[config.mk]
export PLATFORM = sky130hd
export DESIGN_NAME = hazard_ctrl
export DESIGN_NICKNAME = d
export VERILOG_FILES = /design/src/rtl/hazard_pkg.sv /design/src/rtl/hazard_stage_reg.sv /design/src/rtl/hazard_ctrl.sv
export SDC_FILE = /design/constraint.sdc
export NUM_CORES = 1
export LEC_CHECK = 0
export ABC_CLOCK_PERIOD_IN_PS = 2100
export BUFFER_PORTS_ARGS = -buffer_cell sky130_fd_sc_hd__buf_2
export CAP_MARGIN = 25
export CORE_ASPECT_RATIO = 0.9
export CORE_MARGIN = 5
export CORE_UTILIZATION = 48
export DETAILED_ROUTE_END_ITERATION = 16
export PLACE_DENSITY = 0.7
export SETUP_SLACK_MARGIN = 0.4
export SYNTH_ARGS = -nofsm -noshare
export SYNTH_HDL_FRONTEND = slang
export SYNTH_SLANG_ARGS = --single-unit
[constraint.sdc]
create_clock -name clk -period 2.1 [get_ports clk]
set_input_delay 0 -clock clk [delete_from_list [all_inputs] [get_ports clk]]
set_output_delay 0 -clock clk [all_outputs]
set_load 0.03 [all_outputs]
[src/rtl/hazard_pkg.sv]
// hazard_pkg: shared record type, forwarding encodings and hazard helper functions
package hazard_pkg;
  localparam int REG_AW = 5;
  localparam int REG_TW = 2;
  localparam logic [1:0] FWD_GRF = 2'd0;
  localparam logic [1:0] FWD_W = 2'd1;
  localparam logic [1:0] FWD_M = 2'd2;
  localparam logic [1:0] FWD_E = 2'd3;
  localparam logic [REG_TW-1:0] TUSE_NONE = 2'd3;
  typedef struct packed {
    logic [REG_AW-1:0] a3;
    logic [REG_TW-1:0] tnew;
    logic [REG_AW-1:0] rs;
    logic [REG_AW-1:0] rt;
  } hz_rec_t;
  localparam int REC_W = $bits(hz_rec_t);
  function automatic logic [REG_TW-1:0] sat_dec(input logic [REG_TW-1:0] t);
    return (t == '0) ? '0 : t - 1'b1;
  endfunction
  function automatic logic hit(input hz_rec_t x, input logic [REG_AW-1:0] r);
    return (r != '0) && (x.a3 == r);
  endfunction
  function automatic logic ready(input hz_rec_t x, input logic [REG_AW-1:0] r);
    return hit(x, r) && (x.tnew == '0);
  endfunction
  function automatic logic late(input hz_rec_t x, input logic [REG_AW-1:0] r,
                                input logic [REG_TW-1:0] tuse);
    return hit(x, r) && (tuse < x.tnew);
  endfunction
  // A younger match that is not ready yet shadows older stages so stale data never wins
  function automatic logic [1:0] sel_d(input hz_rec_t e, input hz_rec_t m, input hz_rec_t w,
                                       input logic [REG_AW-1:0] r);
    return hit(e, r) ? (ready(e, r) ? FWD_E : FWD_GRF) :
           hit(m, r) ? (ready(m, r) ? FWD_M : FWD_GRF) :
           ready(w, r) ? FWD_W : FWD_GRF;
  endfunction
  function automatic logic [1:0] sel_e(input hz_rec_t m, input hz_rec_t w,
                                       input logic [REG_AW-1:0] r);
    return hit(m, r) ? (ready(m, r) ? FWD_M : FWD_GRF) :
           ready(w, r) ? FWD_W : FWD_GRF;
  endfunction
endpackage

[src/rtl/hazard_stage_reg.sv]
// hazard_stage_reg: one shadow-pipeline record with bubble insert and optional tnew countdown
module hazard_stage_reg
  import hazard_pkg::*;
#(
  parameter bit DEC = 1'b0
) (
  input  logic             clk,
  input  logic             reset,
  input  logic             load,
  input  logic [REC_W-1:0] d,
  output logic [REC_W-1:0] q
);
  hz_rec_t nxt;
  always_comb begin
    nxt = hz_rec_t'(d);
    nxt.tnew = DEC ? sat_dec(nxt.tnew) : nxt.tnew;
  end
  always_ff @(posedge clk or posedge reset)
    if (reset) q <= '0;
    else q <= load ? REC_W'(nxt) : '0;
endmodule

[src/rtl/hazard_ctrl.sv]
// hazard_ctrl: Tnew/Tuse stall detection and forwarding selects for the 5-stage pipeline
module hazard_ctrl
  import hazard_pkg::*;
#(
  parameter int AW = REG_AW,
  parameter int TW = REG_TW
) (
  input  logic          clk,
  input  logic          reset,
  input  logic [AW-1:0] d_rs,
  input  logic [AW-1:0] d_rt,
  input  logic [TW-1:0] d_tuse_rs,
  input  logic [TW-1:0] d_tuse_rt,
  input  logic [TW-1:0] d_tnew,
  input  logic [AW-1:0] d_a3,
  output logic          stall,
  output logic [1:0]    fwd_d_rs,
  output logic [1:0]    fwd_d_rt,
  output logic [1:0]    fwd_e_rs,
  output logic [1:0]    fwd_e_rt,
  output logic          fwd_m_rt
);
  hz_rec_t e_q, m_q, w_q;
  hazard_stage_reg #(.DEC(1'b0)) u_e (
    .clk(clk), .reset(reset), .load(!stall), .d({d_a3, d_tnew, d_rs, d_rt}), .q(e_q)
  );
  hazard_stage_reg #(.DEC(1'b1)) u_m (
    .clk(clk), .reset(reset), .load(1'b1), .d(e_q), .q(m_q)
  );
  hazard_stage_reg #(.DEC(1'b1)) u_w (
    .clk(clk), .reset(reset), .load(1'b1), .d(m_q), .q(w_q)
  );
  always_comb begin
    stall = late(e_q, d_rs, d_tuse_rs) || late(m_q, d_rs, d_tuse_rs) ||
            late(e_q, d_rt, d_tuse_rt) || late(m_q, d_rt, d_tuse_rt);
    fwd_d_rs = sel_d(e_q, m_q, w_q, d_rs);
    fwd_d_rt = sel_d(e_q, m_q, w_q, d_rt);
    fwd_e_rs = sel_e(m_q, w_q, e_q.rs);
    fwd_e_rt = sel_e(m_q, w_q, e_q.rt);
    fwd_m_rt = ready(w_q, m_q.rt);
  end
endmodule

==> impl_metrics.tcl, run 1 <==
set metrics [dict create \
    wl_met2_mm 2.867 \
    syn-num-nets 229 \
    ys_types 29 \
    post_drt_via_cell_ratio 5.259 \
    cp_data_required_time_ns 2.10 \
    synth.area.top_cells "dfrtp_1 (44%), xnor2_1 (14%), xor2_1 (9.0%)" \
    hold_viol 0 \
    final_common_cell "xnor2_1" \
    layout.nets 291 \
    drv_cap 0 \
    ys_seq_area_share_pct 44.14 \
    grt_pass1_vias 1686 \
    clock_path_buffers 2 \
    fin_area_um2 2974 \
    worstSetupStartpointType "flop" \
    start_util_pct 49.76 \
    post-route-min-period_ns 1.968 \
    dr_wl_met3_um 208 \
    worst_slew_pin_slew_ns 0.4616 \
    dieArea_um2 5657 \
    port_buffers 32 \
    drtAntennaViolNets 0 \
    cts_tree "done" \
    fillers 296 \
    yosysTopAreaCellShare_pct 44.14 \
    syn_inst 202 \
    outcome "finished clean" \
    powerDensity_nw_per_um2 696.0 \
    highest_layer "met4" \
    slew_viol_final 0 \
    multi_input_area_um2 1345 \
    dp_cells 277 \
    grt_pass1_wl_mm 8.362 \
    layoutNonFillerInstCount 313 \
    ir_worst_vdd_mv 0.4963 \
    firstDrtPassIters 4 \
    place_area_um2 2276 \
    cts_max_level 2 \
    layout-drive-gt1-share_pct 49.43 \
    post-dp-hpwl_mm 3.314 \
    die_h_um 71.86 \
    num_io_pins 33 \
    post-route-drc-count 0 \
    whs_ns 0.02713 \
    wl_met1_mm 2.281 \
    grt-ovfl-total 0 \
    yosys.area.top_type "dfrtp_1" \
    dieWidth_um 78.73 \
    syn_area_um2 2041 \
    antenna_found_initial 0 \
    cts_root_buf "clkbuf_8" \
    ys_warn_count 0 \
    setup_violations 0 \
    timing.final.crit_share_pct 93.69 \
    total_power_mw 2.070 \
    power.leakage_nw 1.271 \
    critPathCaptureType "primary output" \
    vias 1646 \
    slew_headroom_pct 69.22 \
    worstPathArrival_ns 1.97 \
    place_congestion 0.7683 \
    drt_wl_total_mm 5.441 \
    track_usage_pct 19.88 \
    path_max_fanout 4 \
    syn_avg_cell_area_um2 10.10 \
    skew_ns 0.005125 \
    ys_ff_latch 36 \
    timing.setup.tns_ns 0 \
    cts_sinks 36 \
    fmax_ghz 0.5082 \
    rsz0062_at_grt "true" \
    numCtsBuffers 5 \
    final_cell_mix "xnor2_1 (29), dfrtp_1 (25), buf_2 (22)" \
    timing_worst_setup_path_type "flop to primary output" \
    grt_max_degree 37 \
    clkLatencyLatePin_ns 0.30 \
    rows 22 \
    num_antenna_cells 0 \
    first_iter_violations 82 \
    cts.clk_slew.worst_paths_ns 0.07 \
    syn_to_final_growth_pct 45.74 \
    ff_latch_area_um2 914.6 \
    wl_per_cell_um 17.38 \
    fp.coreArea_um2 4101 \
    hold_path_class "input pin to flop" \
]
-- worst max-delay path, cell delays in order (launching register included) --
cell and delay, ns:
dfrtp_2 0.44, xor2_1 0.16, nor4_2 0.29, nand3_1 0.12
or3b_4 0.40, a21oi_4 0.13, buf_6 0.14
-- cell families after synthesis --
group                      after synthesis  share of synthesized area, %
DFF                                     36                         44.14
xor gates and xnor gates                54                         23.18
AOI/OAI and AO/OA                       11                         4.108
buffers and inverters                   20                         4.047
and+or+nand+nor                         77                         22.07
adders and majority gates                4                         2.453
-- power by group --
group          internal, mW  leakage [nW]  switching [mW]
clock network         0.419        0.0645           0.254
registers             0.758         0.418          0.0866
logic                 0.283         0.788           0.269
-- cell usage after synthesis --
master,instances
dfrtp_1,36
xnor2_1,33
xor2_1,21
and2_1,19
nor2_1,14
inv_1,12
clkbuf_1,7
nand2_1,7
nand3_1,7
nor3_1,7
a21oi_1,5
ha_1,4
nor2b_1,4
nor4_1,4
o221ai_1,3
a2111oi_0,2
and4b_1,2
nand4_1,2
or4_1,2
or4_4,2
and3_1,1
buf_6,1
nand2b_1,1
nand3b_1,1
nor4_4,1
o221ai_2,1
or2_2,1
or3_1,1
or3b_2,1
-- worst paths after layout --
check	depth (start not counted)	slack, ns	endpoint	start
worst min register to register	0	0.45	u_m.q[3]	u_e.q[3]
worst max register to register	10	0.21	u_e.q[15]	u_m.q[11]
worst min-delay path	2	0.03	u_e.q[2]	d_rt[2]
worst max-delay path	6	0.13	fwd_d_rs[0]	u_w.q[15]
min in group asynchronous	4	0.35	u_e.q[13]	reset
max in group asynchronous	4	1.40	u_m.q[12]	reset
-- state kept, by name, indices dropped and copies added, names as in the netlist --
signal and cells:
u_e.q 17, u_m.q 12, u_w.q 7
-- what timing repair did --
action	in CTS	in global routing
endpoints found under the setup margin	25	27
hold buffers	8	0
gates resized for setup	49	40
setup buffers	16	3
endpoints found under the hold margin	43	0
pin swaps	24	21
gates cloned	1	0
-- through the flow --
stage | utilization [%] | worst slack (ns)
global route | 72.51 | 0.05718
detailed placement | 55.49 | 0.2751
global placement | 55.49 | 0.3075
finish | 72.51 | 0.1324
CTS | 67.45 | 0.09991
floorplan | - | 0.4615
-- area by class of cell --
type                    instances  share of cell area (%)
clock inverters                 1                   1.010
well taps                      48                   2.019
repair buffers                 63                   16.24
multi-input cells             146                   45.23
flip-flops and latches         36                   30.75
inverters                      12                   1.515
clock buffers                   7                   3.239
-- per-layer routing --
metal | global-route usage [%] | up-vias
li1 | - | 786
met1 | 23.73 | 809
met2 | 34.68 | 41
met3 | 3.894 | 10
met4 | 8.932 | 0
met5 | 0 | -
Power figures use the tool's default switching activity.
==> run 2, diff against run 1 <==
--- a/config.mk
+++ b/config.mk
@@ -5,13 +5,13 @@
 export SDC_FILE = /design/constraint.sdc
 export NUM_CORES = 1
 export LEC_CHECK = 0
-export ABC_CLOCK_PERIOD_IN_PS = 2100
 export BUFFER_PORTS_ARGS = -buffer_cell sky130_fd_sc_hd__buf_2
-export CAP_MARGIN = 25
+export CAP_MARGIN = 0
 export CORE_ASPECT_RATIO = 0.9
 export CORE_MARGIN = 5
 export CORE_UTILIZATION = 48
 export DETAILED_ROUTE_END_ITERATION = 16
+export GPL_TIMING_DRIVEN = 0
 export PLACE_DENSITY = 0.7
 export SETUP_SLACK_MARGIN = 0.4
 export SYNTH_ARGS = -nofsm -noshare
==> run 2 against run 1 <==
  * First-iteration DRC count decreased by 46%
  * Clock power decreased by 24%
  * Sequential cell count unchanged
  * Final area decreased by 4.3%
  * Combinational power decreased by 3%
  * Critical endpoint is now stall
==> impl_metrics.tcl, run 2 (synthesized netlist as in run 1, its figures left out) <==
set metrics [dict create \
    powerDensity_nw_per_um2 653.0 \
    port_buffers 30 \
    worst_slew_pin_slew_ns 0.7340 \
    cp_data_required_time_ns 2.10 \
    rows 22 \
    cts_tree "done" \
    cts_max_level 2 \
    ff_latch_area_um2 908.4 \
    path_max_fanout 7 \
    cts_root_buf "clkbuf_8" \
    layout-drive-gt1-share_pct 38.97 \
    first_iter_violations 44 \
    post-route-min-period_ns 2.027 \
    final_common_cell "dfrtp_1" \
    hold_viol 0 \
    skew_ns 0.005302 \
    worstPathArrival_ns 2.03 \
    fillers 348 \
    clkLatencyLatePin_ns 0.28 \
    drtAntennaViolNets 0 \
    largest_register "u_e.q" \
    cts.clk_slew.worst_paths_ns 0.07 \
    die_h_um 71.86 \
    grt-ovfl-total 0 \
    fmax_ghz 0.4934 \
    track_usage_pct 17.81 \
    postLayoutCoreUtil_pct 69.40 \
    final_cell_mix "dfrtp_1 (30), xnor2_1 (29), buf_4 (28)" \
    seqPwrFrac_pct 43.7 \
    whs_ns 0.03219 \
    grt_pass1_wl_mm 7.700 \
    total_power_mw 1.859 \
    slew_headroom_pct 51.00 \
    largest_registers "u_e.q x17, u_m.q x12, u_w.q x7" \
    timing.final.crit_share_pct 96.52 \
    power.internal_mw 1.294 \
    power.leakage_nw 1.252 \
    fp.coreArea_um2 4101 \
    multi_input_area_um2 1211 \
    post-dp-hpwl_mm 3.240 \
    vias 1623 \
    num_antenna_cells 0 \
    p_switching_uw 564.9 \
    layout.nets 298 \
    drt_wl_total_mm 4.905 \
    clock_path_buffers 2 \
    place_congestion 0.8196 \
    post-route-drc-count 0 \
    hold_path_class "input pin to flop" \
    start_util_pct 49.76 \
    slew_viol_final 0 \
    firstDrtPassIters 4 \
    grt_pass1_vias 1587 \
    post_drt_via_cell_ratio 5.072 \
    setup_violations 0 \
    dieWidth_um 78.73 \
    wl_per_cell_um 15.33 \
    comb_power_share_pct 28.8 \
    numCtsBuffers 5 \
    timing.setup.tns_ns 0 \
    num_io_pins 33 \
    syn_to_final_growth_pct 39.48 \
    dieArea_um2 5657 \
    drv_cap 0 \
    grt_max_degree 37 \
    rsz0062_at_grt "true" \
    antenna_found_initial 0 \
    critPathCaptureType "primary output" \
    clkPwrFrac_pct 27.4 \
    timing_worst_setup_path_type "flop to primary output" \
    outcome "finished clean" \
    ir_worst_vdd_mv 0.4225 \
    cts_sinks 36 \
    worstSetupStartpointType "flop" \
    swShare_pct 30.39 \
    largest_register_ffs 17 \
]
==> run 2: changes by cell type in the layout (fill, tap and decap cells not counted), moves of 3 or more <==
cell      before  now
and2_1         8   19
and2_4        11    0
xor2_1        17   21
dfrtp_2       11    6
buf_4         21   28
clkbuf_1       0    3
buf_6         12    8
inv_2          5    1
xor2_2         4    0
inv_1          7   11
dfrtp_1       25   30
==> run 2: metrics by stage <==
stage / cells / setup slack, ns / cell area, um2
final: 320 / 0.07307 / 2846
after global routing: 320 / 0.001408 / 2846
after CTS: 302 / 0.06318 / 2596
after detailed placement: 280 / 0.06628 / 2293
after global placement: 280 / 0.1369 / 2293
after floorplan: 202 / 0.4615 / 2083
==> run 2: final timing paths <==
path	startpoint	endpoint	slack, ns	cells after the start
max reg2reg	u_m.q[11]	u_e.q[8]	0.25	9
max in group asynchronous	reset	u_m.q[13]	1.20	3
max	u_m.q[11]	stall	0.07	9
min	d_rt[4]	u_e.q[4]	0.03	2
min in group asynchronous	reset	u_m.q[16]	0.39	3
min reg2reg	u_e.q[12]	u_m.q[12]	0.44	0
==> run 2: power by group through the flow <==
| stage | Sequential (mW) | Combinational (mW) | Clock, mW |
|---|---|---|---|
| CTS | 0.819 | 0.443 | 0.522 |
| detailed placement | 0.834 | 0.386 | 0 |
| finish | 0.813 | 0.536 | 0.510 |
| global placement | 0.832 | 0.380 | 0 |
| floorplan | 0.814 | 0.296 | 0 |
| global route | 0.821 | 0.586 | 0.549 |
==> run 2: metal layers <==
layer  vias up  track usage, %  routed length (um)
li1        799               -                   -
met1       773           22.41                2031
met2        43           29.50                2521
met3         8           4.397                 235
met4         0           6.990                 117
met5         -               0                   0
==> run 2: critical path: stages (launching register included) <==
cell and delay, ns:
dfrtp_1 0.36, inv_1 0.09, ha_1 0.27, inv_1 0.04
o221ai_2 0.16, nor3_2 0.08, nor4_4 0.36, buf_6 0.17
inv_1 0.04, buf_2 0.16
==> run 2: layout make-up <==
type                    instances  share of cell area (%)
clock inverters                 1                  0.2637
flip-flops and latches         36                   31.91
multi-input cells             146                   42.55
inverters                      12                   1.582
plain buffers                   8                   2.637
well taps                      48                   2.110
clock buffers                   7                   3.033
repair buffers                 62                   15.91
==> run 2: timing repair <==
| item | 4_1_cts | 5_1_grt |
|---|---|---|
| resized for setup | 27 | 31 |
| pin swaps | 7 | 18 |
| setup buffers | 7 | 17 |
| endpoints found under the setup margin | 27 | 27 |
| gates cloned | 0 | 0 |
| hold buffers | 7 | 1 |
| endpoints found under the hold margin | 7 | 36 |
==> run 3, diff against run 2 <==
--- a/config.mk
+++ b/config.mk
@@ -6,13 +6,15 @@
 export NUM_CORES = 1
 export LEC_CHECK = 0
 export BUFFER_PORTS_ARGS = -buffer_cell sky130_fd_sc_hd__buf_2
-export CAP_MARGIN = 0
+export CAP_MARGIN = 20
+export CELL_PAD_IN_SITES_DETAIL_PLACEMENT = 1
+export CELL_PAD_IN_SITES_GLOBAL_PLACEMENT = 1
 export CORE_ASPECT_RATIO = 0.9
 export CORE_MARGIN = 5
-export CORE_UTILIZATION = 48
+export CORE_UTILIZATION = 43
 export DETAILED_ROUTE_END_ITERATION = 16
 export GPL_TIMING_DRIVEN = 0
-export PLACE_DENSITY = 0.7
+export PLACE_DENSITY_LB_ADDON = 0.1
 export SETUP_SLACK_MARGIN = 0.4
 export SYNTH_ARGS = -nofsm -noshare
 export SYNTH_HDL_FRONTEND = slang
==> run 3 against run 2 <==
  * Total power increased by 8.1%
  * Largest cell class unchanged
  * Final cell count increased by 3.8%
  * Global-route usage increased by 4.0 points
  * Highest routed layer unchanged
  * Die area increased by 10%
  * Core utilization decreased by 0.67 points
  * First-iteration DRC count increased by 43%
  * Maximum frequency decreased by 3.3%
  * Sequential power increased by 3.6%
  * Critical path depth decreased by 1
  * Largest power group unchanged
  * Combinational power increased by 20%
==> impl_metrics.tcl, run 3 (synthesized netlist as in run 1, its figures left out) <==
set metrics [dict create \
    outcome "finished clean" \
    wl_met2_mm 3.675 \
    total_power_mw 2.010 \
    fillers 476 \
    slew_headroom_pct 45.32 \
    num_io_pins 33 \
    syn_to_final_growth_pct 52.18 \
    wl_met1_mm 2.931 \
    path_max_fanout 5 \
    critPathCaptureType "primary output" \
    fin_ws_ns 0.003837 \
    clock_path_buffers 2 \
    multi_input_area_um2 1416 \
    dr_wl_met3_um 289 \
    skew_ns 0.004936 \
    port_buffers 30 \
    rsz0062_at_grt "true" \
    post-route-min-period_ns 2.096 \
    setup_violations 0 \
    power.leakage_nw 1.332 \
    timing_worst_setup_path_type "flop to primary output" \
    dieWidth_um 82.62 \
    drv_cap 0 \
    cts_root_buf "clkbuf_8" \
    timing.setup.tns_ns 0 \
    cts_max_level 2 \
    largest_registers "u_e.q x17, u_m.q x12, u_w.q x7" \
    first_iter_violations 63 \
    fmax_ghz 0.4771 \
    drt_wl_total_mm 7.081 \
    timing.final.crit_share_pct 99.82 \
    ir_worst_vdd_mv 0.4467 \
    post-dp-hpwl_mm 4.323 \
    post_drt_via_cell_ratio 5.352 \
    layoutNonFillerInstCount 332 \
    cts_sinks 36 \
    worst_slew_pin_slew_ns 0.8193 \
    wl_per_cell_um 21.33 \
    fp.coreArea_um2 4518 \
    hold_path_class "input pin to flop" \
    grt_pass1_wl_mm 9.867 \
    worstPathArrival_ns 2.10 \
    powerDensity_nw_per_um2 647.3 \
    num_antenna_cells 0 \
    place_congestion 0.8136 \
    whs_ns 0.03705 \
    fin_area_um2 3105 \
    worstSetupStartpointType "flop" \
    post-route-drc-count 0 \
    cp_data_required_time_ns 2.10 \
    largest_register_ffs 17 \
    rows 23 \
    firstDrtPassIters 4 \
    final_common_cell "dfrtp_1" \
    layout-drive-gt1-share_pct 47.78 \
    postLayoutCoreUtil_pct 68.73 \
    grt-ovfl-total 0 \
    layout.nets 296 \
    dieArea_um2 6225 \
    place_area_um2 2338 \
    ff_latch_area_um2 910.9 \
    cts.clk_slew.worst_paths_ns 0.08 \
    dp_cells 295 \
    drtAntennaViolNets 0 \
    numCtsBuffers 5 \
    largest_register "u_e.q" \
    grt_pass1_vias 1892 \
    cts_tree "done" \
    vias 1777 \
    final_cell_mix "dfrtp_1 (28), xnor2_1 (21), buf_2 (20), buf_4 (20), and2_1 (19)" \
    die_h_um 75.36 \
    antenna_found_initial 0 \
    highest_layer "met4" \
    start_util_pct 45.17 \
    track_usage_pct 21.85 \
    grt_max_degree 20 \
    slew_viol_final 0 \
    post-place-ws_ns 0.1012 \
    hold_viol 0 \
    clkLatencyLatePin_ns 0.29 \
]
run 3: cell types whose count changed in the layout (fill, tap and decap cells not counted), moves of 3 or more:
cell and delta:
xor2_4 +3, clkbuf_8 +4, buf_6 +4, xnor2_2 +7, xor2_1 -4, nor2_4 +4
xnor2_1 -8, buf_4 -8
run 3: worst paths after layout:
check	from	to	slack [ns]	cells past startpoint
max in group asynchronous	reset	u_e.q[16]	1.11	4
min	d_rt[1]	u_e.q[1]	0.04	2
min in group asynchronous	reset	u_e.q[0]	0.41	3
max reg2reg	u_m.q[11]	u_e.q[0]	0.19	9
max	u_w.q[15]	fwd_d_rt[0]	0.004	8
min reg2reg	u_e.q[15]	u_m.q[15]	0.46	0
run 3: critical path, stage by stage (launching register included):
cell	delay, ns
dfrtp_1	0.39
buf_6	0.13
buf_4	0.16
xor2_1	0.16
nor4_2	0.16
nand3_1	0.13
or3_4	0.34
a21oi_2	0.18
buf_6	0.16
run 3: cell type report:
| type | count | area share (%) |
|---|---|---|
| plain buffers | 8 | 2.740 |
| inverters | 12 | 1.450 |
| clock inverters | 2 | 0.3223 |
| well taps | 62 | 2.498 |
| flip-flops and latches | 36 | 29.33 |
| repair buffers | 60 | 15.39 |
| clock buffers | 6 | 2.659 |
| multi-input cells | 146 | 45.61 |
run 3: what timing repair did:
item,CTS,global route
endpoints found under the setup margin,27,27
pin swaps,15,17
hold buffers,8,0
buffers inserted,10,11
endpoints found under the hold margin,25,0
gates resized for setup,35,60
run 3: per-layer routing:
metal	GRT usage [%]	up-vias
met5	0	-
met4	7.623	0
met3	4.728	17
met2	37.90	60
met1	27.05	903
li1	-	797
run 3: power by group:
group | switching (mW) | internal (mW)
Clock | 0.260 | 0.262
Combinational | 0.332 | 0.313
Sequential | 0.0861 | 0.756
Total | 0.679 | 1.33
